--- src/rtl/sd_sector_sequencer.sv ---
// sd_sector_sequencer: runs a multi-sector read on SDReader one transaction at a
// time. Each sector waits for downstream room and an idle reader, then holds
// rstart until rdone. Every sector's byte count is checked, and a card that stalls
// is cut off after a cycle budget. The sequence can be aborted at any point.
`timescale 1ns/1ps
module sd_sector_sequencer #(
    parameter int unsigned SECTOR_BYTES   = 512,
    parameter int unsigned TIMEOUT_CYCLES = 50_000_000,
    parameter int unsigned GAP_CYCLES     = 16
) (
    input  logic        clk,
    input  logic        rst_n,
    input  logic        start,
    input  logic        abort,
    input  logic [31:0] first_sector,
    input  logic [15:0] num_sectors,
    input  logic        sink_ready,
    output logic        busy,
    output logic        done,
    output logic        error,
    output logic [1:0]  err_code,
    output logic [15:0] sectors_done,
    output logic        rstart,
    output logic [31:0] rsector_no,
    input  logic        rbusy,
    input  logic        rdone,
    input  logic        outreq
);

    localparam logic [15:0] SECTOR_BYTES_C = 16'(SECTOR_BYTES);
    localparam logic [31:0] TMO_LAST       = 32'(TIMEOUT_CYCLES - 1);
    localparam logic [15:0] GAP_LAST       = 16'(GAP_CYCLES - 1);

    localparam logic [1:0] ERR_NONE    = 2'd0;
    localparam logic [1:0] ERR_TIMEOUT = 2'd1;
    localparam logic [1:0] ERR_COUNT   = 2'd2;
    localparam logic [1:0] ERR_ABORT   = 2'd3;

    typedef enum logic [2:0] {
        S_IDLE,
        S_WAIT_SINK,
        S_ISSUE,
        S_GAP,
        S_FINISH
    } state_t;

    state_t      state;
    logic [31:0] cur_sector;
    logic [15:0] remaining;
    logic [15:0] byte_cnt;
    logic [31:0] tmo_cnt;
    logic [15:0] gap_cnt;
    logic [15:0] byte_now;

    // Byte counter step that sticks at all-ones instead of wrapping.
    function automatic logic [15:0] sat_inc(input logic [15:0] val, input logic inc);
        if (!inc || val == 16'hFFFF)
            return val;
        return val + 16'd1;
    endfunction

    // The byte count includes an outreq that lands in the same cycle as rdone.
    assign byte_now = sat_inc(byte_cnt, outreq);

    // Sequencer FSM. All outputs are registered here.
    always_ff @(posedge clk or negedge rst_n) begin
        if (!rst_n) begin
            state        <= S_IDLE;
            busy         <= 1'b0;
            done         <= 1'b0;
            error        <= 1'b0;
            err_code     <= ERR_NONE;
            sectors_done <= 16'd0;
            rstart       <= 1'b0;
            rsector_no   <= 32'd0;
            cur_sector   <= 32'd0;
            remaining    <= 16'd0;
            byte_cnt     <= 16'd0;
            tmo_cnt      <= 32'd0;
            gap_cnt      <= 16'd0;
        end else begin
            done <= 1'b0;
            case (state)
                S_IDLE: begin
                    if (start) begin
                        cur_sector   <= first_sector;
                        remaining    <= num_sectors;
                        error        <= 1'b0;
                        err_code     <= ERR_NONE;
                        sectors_done <= 16'd0;
                        busy         <= 1'b1;
                        // An empty request still produces a done pulse, with no rstart.
                        state        <= (num_sectors == 16'd0) ? S_FINISH : S_WAIT_SINK;
                    end
                end
                S_WAIT_SINK: begin
                    if (abort) begin
                        error    <= 1'b1;
                        err_code <= ERR_ABORT;
                        state    <= S_FINISH;
                    end else if (sink_ready && !rbusy) begin
                        // rbusy guards against a reader still draining an aborted sector.
                        rstart     <= 1'b1;
                        rsector_no <= cur_sector;
                        byte_cnt   <= 16'd0;
                        tmo_cnt    <= 32'd0;
                        state      <= S_ISSUE;
                    end
                end
                S_ISSUE: begin
                    if (abort) begin
                        rstart   <= 1'b0;
                        error    <= 1'b1;
                        err_code <= ERR_ABORT;
                        state    <= S_FINISH;
                    end else if (rdone) begin
                        rstart   <= 1'b0;
                        byte_cnt <= byte_now;
                        if (byte_now == SECTOR_BYTES_C) begin
                            sectors_done <= sectors_done + 16'd1;
                            cur_sector   <= cur_sector + 32'd1;
                            remaining    <= remaining - 16'd1;
                            gap_cnt      <= 16'd0;
                            state        <= (remaining == 16'd1) ? S_FINISH : S_GAP;
                        end else begin
                            error    <= 1'b1;
                            err_code <= ERR_COUNT;
                            state    <= S_FINISH;
                        end
                    end else if (tmo_cnt == TMO_LAST) begin
                        rstart   <= 1'b0;
                        error    <= 1'b1;
                        err_code <= ERR_TIMEOUT;
                        state    <= S_FINISH;
                    end else begin
                        byte_cnt <= byte_now;
                        tmo_cnt  <= tmo_cnt + 32'd1;
                    end
                end
                S_GAP: begin
                    if (abort) begin
                        error    <= 1'b1;
                        err_code <= ERR_ABORT;
                        state    <= S_FINISH;
                    end else if (gap_cnt == GAP_LAST) begin
                        state <= S_WAIT_SINK;
                    end else begin
                        gap_cnt <= gap_cnt + 16'd1;
                    end
                end
                S_FINISH: begin
                    // busy falls in the same cycle that done is high.
                    done  <= 1'b1;
                    busy  <= 1'b0;
                    state <= S_IDLE;
                end
                default: begin
                    state <= S_IDLE;
                    busy  <= 1'b0;
                end
            endcase
        end
    end

endmodule
--- config.mk ---
export PLATFORM = sky130hd
export DESIGN_NAME = sd_sector_sequencer
export DESIGN_NICKNAME = d
export VERILOG_FILES = /design/src/rtl/sd_sector_sequencer.sv
export SDC_FILE = /design/constraint.sdc
export NUM_CORES = 1
export LEC_CHECK = 0
export ABC_CLOCK_PERIOD_IN_PS = 5150
export CORE_MARGIN = 2
export CORE_UTILIZATION = 35
export CTS_CLUSTER_SIZE = 14
export DETAILED_ROUTE_END_ITERATION = 6
export GPL_TIMING_DRIVEN = 0
export PLACE_DENSITY = 0.62
export SETUP_SLACK_MARGIN = 0.05
export SLEW_MARGIN = 25
export SYNTH_ARGS = -nofsm -noshare
export SYNTH_HDL_FRONTEND = slang
export SYNTH_SLANG_ARGS = --single-unit
export TNS_END_PERCENT = 10
--- constraint.sdc ---
create_clock -name clk -period 5.15 [get_ports clk]
set_input_delay 1.03 -clock clk [delete_from_list [all_inputs] [get_ports clk]]
set_output_delay 1.03 -clock clk [all_outputs]
set_load 0.02 [all_outputs]
==> impl_summary.log, run 1 <==
INFO  metric number_of_enable_type_register_cells_in_the_synthesized_netlist = 0
INFO  metric synthFlopType = sky130_fd_sc_hd__dfrtp_1
INFO  metric cp.required = ~5.5 ns
INFO  metric antenna_violating_nets_remaining = 0
INFO  metric drt-wirelength-per-cell = 18.2 um
INFO  metric synthCells = 1090
INFO  metric grt_pass1_vias = 8374
INFO  metric ys_ff_latch = 169
INFO  metric place.detailed.instances = ~1500
INFO  metric cts_sinks = 169
INFO  metric timing.critical_path.to = cur_sector[10]$_DFFE_PN0P_
INFO  metric hold_ws = 0.472 ns
INFO  metric cts_tree = built
INFO  metric replace_congestion = 0.905
INFO  metric die-height = 167 um
INFO  metric clock_tree.root_cell = sky130_fd_sc_hd__clkbuf_16
INFO  metric pin_count_of_the_biggest_net_entering_global_routing = 66
INFO  metric run_status = finished, final reports clean
INFO  metric worst-endpoint-arrival = around 4.7 ns
INFO  metric power_per_cell_area = ~450 nW/um2
INFO  metric synth_cell_types = 75
INFO  metric worst_pin_slew = ~0.93 ns
INFO  metric timing.reg2reg.setup_slack = 1.03 ns
INFO  metric endpoint_of_the_most_critical_register_to_register_path = cur_sector[10]$_DFFE_PN0P_
INFO  metric critical_path_cell_count = 10
INFO  metric cp_common_cell = sky130_fd_sc_hd__o21ai_0
INFO  metric synth.cell_area = 9280 um2
INFO  metric cts.repair.resized = 0
INFO  metric finalMaxSlewViolations = 0
INFO  metric maxClockFrequency = 0.228 GHz
INFO  metric final_common_cell = sky130_fd_sc_hd__nand2_1
INFO  metric criticalPathCategory = in -> reg
INFO  metric global_router_s_overall_resource_usage = 20.4%
INFO  metric critical_path.cell_chain = clkdlybuf4s50_1 -> nand4_1 -> nor3_1 -> mux2i_1 -> o2111ai_2 -> nor3_2 -> nor2_1 -> clkbuf_1 -> o21ai_0 -> o21ai_0
INFO  metric area_growth = 23.1%
INFO  metric critical-path-top-delay-family = simple AND/OR/NAND/NOR gates
INFO  metric final_net_count = 1283
INFO  metric ys_seq_area_share = 45.6%
INFO  metric layout-drive-gt1-share = 6.16%
INFO  metric dieArea = 27800 um2
INFO  metric path_buf_inv = 2
INFO  metric ys_warn_count = 0
INFO  metric post_cts_buffers = 0
INFO  metric totalNegativeSetupSlack = 0 ns
INFO  metric total_length_of_routed_wires = 28.5 mm
INFO  metric hp-class = in -> async
INFO  metric n_antenna_cell = 0
INFO  metric synth_top_cells_by_area = sky130_fd_sc_hd__dfrtp_1 (46%), sky130_fd_sc_hd__nand2_1 (7.4%), sky130_fd_sc_hd__o21ai_0 (4.7%)
INFO  metric worst_setup_path_start_kind = primary input
INFO  metric floorplan.die.width = 167 um
INFO  metric power_leakage = 0.00471 uW
INFO  metric initial_antenna_violation_count = 0
INFO  metric vias_per_cell = 5.60
INFO  metric cts_hold_buf = 0
INFO  metric placement.io_buffers = 108
INFO  metric global_route.overflow_total = 0
INFO  metric clkSlewWorstSetupHoldPaths = 0.08 ns
INFO  metric first_pass_grt_wire_length = between 40 and 50 mm
INFO  metric worst_clock_skew = 0.0156 ns
INFO  metric drt_iter0_drc = 690
INFO  metric cts_max_level = 4
INFO  metric maximum_buffer_depth_of_the_clock_tree = 2
INFO  metric detailedRoute.firstPassIterationCount = 5
INFO  metric synth_fp_nets = 1153
INFO  metric crit_path_end_kind = flip-flop
INFO  metric unrepaired_setup_endpoints_after_global_routing = no
INFO  metric non_filler_instance_count_after_layout = 1568
INFO  metric final-setup-viol-count = 0
INFO  metric post-synth-top-area-cell = sky130_fd_sc_hd__dfrtp_1
INFO  metric clkLatencyLatePin = 0.45 ns
INFO  metric min_period_over_period = 85.0%
INFO  metric postSynthAreaPerCell = 8.52 um2
INFO  metric worst-path-max-fanout = 10
INFO  metric worst_slew_margin_rel = a little under two fifths
INFO  metric ir_worst_vdd = roughly 0.00025 V
INFO  metric critical-path-slowest-cell = sky130_fd_sc_hd__nor3_2
INFO  metric period_minus_ws_final = 4.38 ns
INFO  metric post-synth-top-area-fraction = 45.6%
INFO  metric worst_path_largest_cell_delay = roughly 0.77 ns
INFO  metric dp_hpwl = 20.1 mm
INFO  metric cap_viol_max_count = 0
INFO  metric ffs_w_async_s_r_synth = 100%
INFO  metric pin_count = 110
INFO  metric rr_worst_depth = 11
INFO  metric most-common-layout-cells = sky130_fd_sc_hd__nand2_1 (182), sky130_fd_sc_hd__dfrtp_1 (169), sky130_fd_sc_hd__nor2_1 (107), sky130_fd_sc_hd__clkdlybuf4s50_1 (107), sky130_fd_sc_hd__o21ai_0 (87)
INFO  metric final-hold-violation-count = 0
INFO  metric placementRows = 59
INFO  metric drc_errors = 0
INFO  metric worstSetupStartpoint = outreq
INFO  metric dr_total_vias = 8781
INFO  metric start_util = ~36%
INFO  metric cts_inserted_buffers = 17
INFO  metric r2r_start = byte_cnt[0]$_DFFE_PN0P_
INFO  metric design.core.area = roughly 26000 um2
[flip-flops by register name, summed over array words and instances, names as in the netlist, 2 cells and up]
name and cells:
state 3, remaining 16, gap_cnt 16, rsector_no 32, err_code 2, tmo_cnt 32, byte_cnt 16, sectors_done 16
cur_sector 32
[cell usage after synthesis (3+ instances only)]
master                      instances
sky130_fd_sc_hd__a21oi_1           81
sky130_fd_sc_hd__a22o_1             4
sky130_fd_sc_hd__a22oi_1            7
sky130_fd_sc_hd__a2bb2oi_1          3
sky130_fd_sc_hd__a31oi_1            8
sky130_fd_sc_hd__a32oi_1            5
sky130_fd_sc_hd__and2_1             9
sky130_fd_sc_hd__and3_1            18
sky130_fd_sc_hd__and4_1             9
sky130_fd_sc_hd__buf_1              3
sky130_fd_sc_hd__buf_2             11
sky130_fd_sc_hd__clkbuf_1          43
sky130_fd_sc_hd__dfrtp_1          169
sky130_fd_sc_hd__ha_1               7
sky130_fd_sc_hd__inv_1             22
sky130_fd_sc_hd__mux2_2             3
sky130_fd_sc_hd__mux2i_1            3
sky130_fd_sc_hd__nand2_1          182
sky130_fd_sc_hd__nand2b_1           5
sky130_fd_sc_hd__nand3_1           46
sky130_fd_sc_hd__nand4_1           17
sky130_fd_sc_hd__nand4_2            4
sky130_fd_sc_hd__nand4b_1           3
sky130_fd_sc_hd__nor2_1           107
sky130_fd_sc_hd__nor2b_1            4
sky130_fd_sc_hd__nor3_1            36
sky130_fd_sc_hd__nor3_2             3
sky130_fd_sc_hd__nor3b_1            4
sky130_fd_sc_hd__nor4_1            16
sky130_fd_sc_hd__nor4b_1            3
sky130_fd_sc_hd__o21ai_0           87
sky130_fd_sc_hd__o22ai_1           14
sky130_fd_sc_hd__o31ai_1           14
sky130_fd_sc_hd__o32ai_1            4
sky130_fd_sc_hd__or2_2              4
sky130_fd_sc_hd__or3_1             30
sky130_fd_sc_hd__or4_1             10
sky130_fd_sc_hd__xnor2_1           29
sky130_fd_sc_hd__xor2_1            14
[cells by family after synthesis]
logic type	synth area share [%]
AO/OA/AOI/OAI	16.7
flip-flops	45.6
AND/OR/NAND/NOR	28.5
adder cells (fa/ha/maj)	0.943
buffers and inverters	3.56
XOR/XNOR	4.06
multiplexers	0.687
[worst min path at each step]
stage,slack (ns),end,cells after the start
final,0.47,byte_cnt[5]$_DFFE_PN0P_,1
after floorplan,0.45,rsector_no[14]$_DFFE_PN0P_,2
after global placement,0.46,rsector_no[5]$_DFFE_PN0P_,2
after detailed placement,0.46,rsector_no[17]$_DFFE_PN0P_,2
after CTS,0.48,byte_cnt[5]$_DFFE_PN0P_,1
after global routing,0.49,byte_cnt[5]$_DFFE_PN0P_,1
[layer usage]
metal / wire length (um) / GRT usage [%] / share of wire [%]
met3: 1820 / 4.28 / 6.4
met4: 829 / 7.76 / 2.9
met1: 13000 / 28.2 / 46
met5: 0 / 0 / 0
met2: 12800 / 31.4 / 45
[report_power, final]
| part | internal, uW | switching, uW | leakage [uW] |
|---|---|---|---|
| clock | 688 | 614 | 0.000287 |
| sequential | 1670 | 330 | 0.00220 |
| combinational | 699 | 1140 | 0.00222 |
[layout make-up]
class                           count  area [um2]
Clock inverter                     15         158
Tap cell                          335         419
Inverter                           22        82.6
Clock buffer                       17         425
Sequential cell                   169        4230
Fill cell                        2544       14600
Timing Repair Buffer              111        1150
Multi-Input combinational cell    839        4720
Buffer                             60         248
[per-stage QoR]
step | instance area, um2 | util (%) | power, uW | setup slack [ns]
after global placement | 10800 | 41.4 | 3790 | -4.28
final | 11400 | 43.9 | 5140 | 0.773
after global routing | 11400 | 43.9 | 5420 | 0.593
after CTS | 11400 | 43.8 | 5140 | 0.896
after floorplan | 9280 | - | 3030 | 1.82
after detailed placement | 10800 | 41.6 | 3820 | 0.418
[worst reg2reg max path, stage by stage (launching register included)]
cell and delay, ns:
sky130_fd_sc_hd__dfrtp_1 0.43, sky130_fd_sc_hd__ha_1 0.18, sky130_fd_sc_hd__clkbuf_1 0.27, sky130_fd_sc_hd__nand4_1 0.39
sky130_fd_sc_hd__nor3_1 0.44, sky130_fd_sc_hd__mux2i_1 0.28, sky130_fd_sc_hd__o2111ai_2 0.24, sky130_fd_sc_hd__nor3_2 0.78
sky130_fd_sc_hd__nor2_1 0.27, sky130_fd_sc_hd__clkbuf_1 0.32, sky130_fd_sc_hd__o21ai_0 0.28, sky130_fd_sc_hd__o21ai_0 0.12
Power figures use the tool's default switching activity.
==> inputs of run 2 (changes only) <==
--- a/config.mk
+++ b/config.mk
@@ -5,7 +5,7 @@
 export SDC_FILE = /design/constraint.sdc
 export NUM_CORES = 1
 export LEC_CHECK = 0
-export ABC_CLOCK_PERIOD_IN_PS = 5150
+export ABC_CLOCK_PERIOD_IN_PS = 4100
 export CORE_MARGIN = 2
 export CORE_UTILIZATION = 35
 export CTS_CLUSTER_SIZE = 14
==> constraint.sdc (replaced) <==
create_clock -name clk -period 4.1 [get_ports clk]
set_input_delay 0.82 -clock clk [delete_from_list [all_inputs] [get_ports clk]]
set_output_delay 0.82 -clock clk [all_outputs]
set_load 0.02 [all_outputs]
==> run 2 against run 1 <==
Against the previous run:
- register-to-register slack worse by 0.67 ns
- flip-flop and latch count stayed put
- global-route usage did not move
- sequential power increased by 26%
- final area up 0.23%
- critical path type unchanged
- critical endpoint is now cur_sector[27]$_DFFE_PN0P_
- largest power group unchanged
==> impl_summary.log, run 2 (synthesis gave the netlist of run 1 again) <==
INFO  metric first_pass_grt_wire_length = 45.4 mm
INFO  metric criticalPathCategory = in -> reg
INFO  metric maximum_buffer_depth_of_the_clock_tree = 2
INFO  metric pin_count = between 100 and 150
INFO  metric dr_total_vias = between 8000 and 9000
INFO  metric final_common_cell = sky130_fd_sc_hd__nand2_1
INFO  metric area_growth = 23.4%
INFO  metric final-hold-violation-count = 0
INFO  metric totalNegativeSetupSlack = 0 ns
INFO  metric critical_path.cell_chain = clkdlybuf4s50_1 -> buf_1 -> and4_1 -> o311ai_0 -> a21boi_0 -> o2111ai_1 -> or3_1 -> clkbuf_1 -> nand2_1 -> buf_2 -> buf_2 -> a21oi_1
INFO  metric finalMaxSlewViolations = 0
INFO  metric n_antenna_cell = 0
INFO  metric grtUsageMet3 = 4.28%
INFO  metric layout-drive-gt1-share = 6.40%
INFO  metric replace_congestion = 0.905
INFO  metric floorplan.die.width = 167 um
INFO  metric run_status = finished, final reports clean
INFO  metric hold_ws = 0.259 ns
INFO  metric die-height = 167 um
INFO  metric hp-class = in -> async
INFO  metric min_period_over_period = 92.8%
INFO  metric start_util = 35.6%
INFO  metric cts_inserted_buffers = 17
INFO  metric non_filler_instance_count_after_layout = 1570
INFO  metric cp_common_cell = sky130_fd_sc_hd__buf_2
INFO  metric drt_iter0_drc = 737
INFO  metric antenna_violating_nets_remaining = 0
INFO  metric met2_usage = 31.4%
INFO  metric final-setup-viol-count = 0
INFO  metric design.core.area = approximately 26000 um2
INFO  metric detailedRoute.firstPassIterationCount = 5
INFO  metric dp_hpwl = 20.1 mm
INFO  metric placement.io_buffers = 108
INFO  metric ir_worst_vdd = 0.000313 V
INFO  metric clock_tree.root_cell = sky130_fd_sc_hd__clkbuf_16
INFO  metric cts_sinks = 169
INFO  metric worst_path_largest_cell_delay = roughly 0.57 ns
INFO  metric global_router_s_overall_resource_usage = ~20%
INFO  metric worst_setup_path_start_kind = primary input
INFO  metric seqCellArea = 4230 um2
INFO  metric initial_antenna_violation_count = 0
INFO  metric drc_errors = 0
INFO  metric vias_per_cell = 5.61
INFO  metric worst-path-max-fanout = 10
INFO  metric place.detailed.instances = roughly 1500
INFO  metric cp.required = between 4 and 5 ns
INFO  metric worst-endpoint-arrival = 4.12 ns
INFO  metric grt_use_met1 = 28.2%
INFO  metric worst_clock_skew = 0.0150 ns
INFO  metric clkSlewWorstSetupHoldPaths = 0.07 ns
INFO  metric power_leakage = around 0.0047 uW
INFO  metric cap_viol_max_count = 0
INFO  metric power_per_cell_area = 563 nW/um2
INFO  metric pin_count_of_the_biggest_net_entering_global_routing = 66
INFO  metric most_used_routing_layer_in_global_routing = met2
INFO  metric period_minus_ws_final = 3.80 ns
INFO  metric worst_slew_margin_rel = 37.4%
INFO  metric grt_pass1_vias = around 8400
INFO  metric worstSetupStartpoint = outreq
INFO  metric worst_pin_slew = 0.931 ns
INFO  metric finalInstanceArea = 11500 um2
INFO  metric unrepaired_setup_endpoints_after_global_routing = no
INFO  metric final_util = between 40% and 50%
INFO  metric multi_input_comb_area = ~4700 um2
INFO  metric cts_tree = built
INFO  metric drt-wirelength-per-cell = 18.2 um
INFO  metric cts_max_level = 4
INFO  metric fillers = 2544
INFO  metric placementRows = 59
INFO  metric final_net_count = between 1000 and 1500
INFO  metric most-common-layout-cells = sky130_fd_sc_hd__nand2_1 (182), sky130_fd_sc_hd__dfrtp_1 (169), sky130_fd_sc_hd__nor2_1 (107), sky130_fd_sc_hd__clkdlybuf4s50_1 (107), sky130_fd_sc_hd__o21ai_0 (87)
INFO  metric maxClockFrequency = between 0.2 and 0.3 GHz
INFO  metric r2r_start = byte_cnt[0]$_DFFE_PN0P_
INFO  metric placed_cell_area = 10800 um2
INFO  metric critical-path-slowest-cell = sky130_fd_sc_hd__clkdlybuf4s50_1
INFO  metric global_route.overflow_total = 0
INFO  metric crit_path_end_kind = flip-flop
INFO  metric dieArea = 27800 um2
INFO  metric total_length_of_routed_wires = about 29 mm
INFO  metric clkLatencyLatePin = 0.45 ns
INFO  metric largestRegisters = cur_sector x32, rsector_no x32, tmo_cnt x32
run 2: power breakdown:
part           switching (uW)  internal [uW]
sequential                414           2100
combinational            1430            878
clock                     773            864
run 2: layout make-up:
cell class / count / area share, %
flip-flops and latches: 169 / 36.9
plain buffers: 60 / 2.16
multi-input cells: 839 / 41.3
repair buffers: 113 / 10.1
well taps: 335 / 3.66
clock buffers: 17 / 3.71
inverters: 22 / 0.721
clock inverters: 15 / 1.38
run 2: worst paths after layout:
| path | end | cells past startpoint | slack, ns |
|---|---|---|---|
| worst min register to register | rsector_no[11]$_DFFE_PN0P_ | 2 | 0.48 |
| worst max register to register | cur_sector[27]$_DFFE_PN0P_ | 12 | 0.36 |
| min in group clk | rsector_no[11]$_DFFE_PN0P_ | 2 | 0.48 |
| max in group asynchronous | cur_sector[27]$_DFFE_PN0P_ | 2 | 3.18 |
| worst max-delay path | cur_sector[27]$_DFFE_PN0P_ | 12 | 0.30 |
| worst min-delay path | byte_cnt[5]$_DFFE_PN0P_ | 1 | 0.26 |
run 2: worst max-delay path, delay by kind of cell:
family,cells,cell delay (ns)
buffers and inverters,5,1.79
AO/OA/AOI/OAI,4,0.75
AND/OR/NAND/NOR,3,0.77
run 2: metal layers:
metal	up-vias	part of all wire (%)
met1	4268	45
li1	4181	-
met2	304	45
met5	-	0
met4	0	3.3
met3	60	6.5
run 2: through the flow:
stage | setup slack (ns) | total power, uW
floorplan | 0.978 | 3800
global placement | -5.12 | 4760
detailed placement | -0.422 | 4800
CTS | 0.0563 | 6450
global route | 0.0399 | 6800
finish | 0.296 | 6460
run 2: timing repair:
item | in CTS | in global routing
endpoints found under the hold margin | 0 | 0
gates resized for setup | 0 | 2
endpoints found under the setup margin | 0 | 42
buffers inserted | 0 | 2
hold buffers | 0 | 0
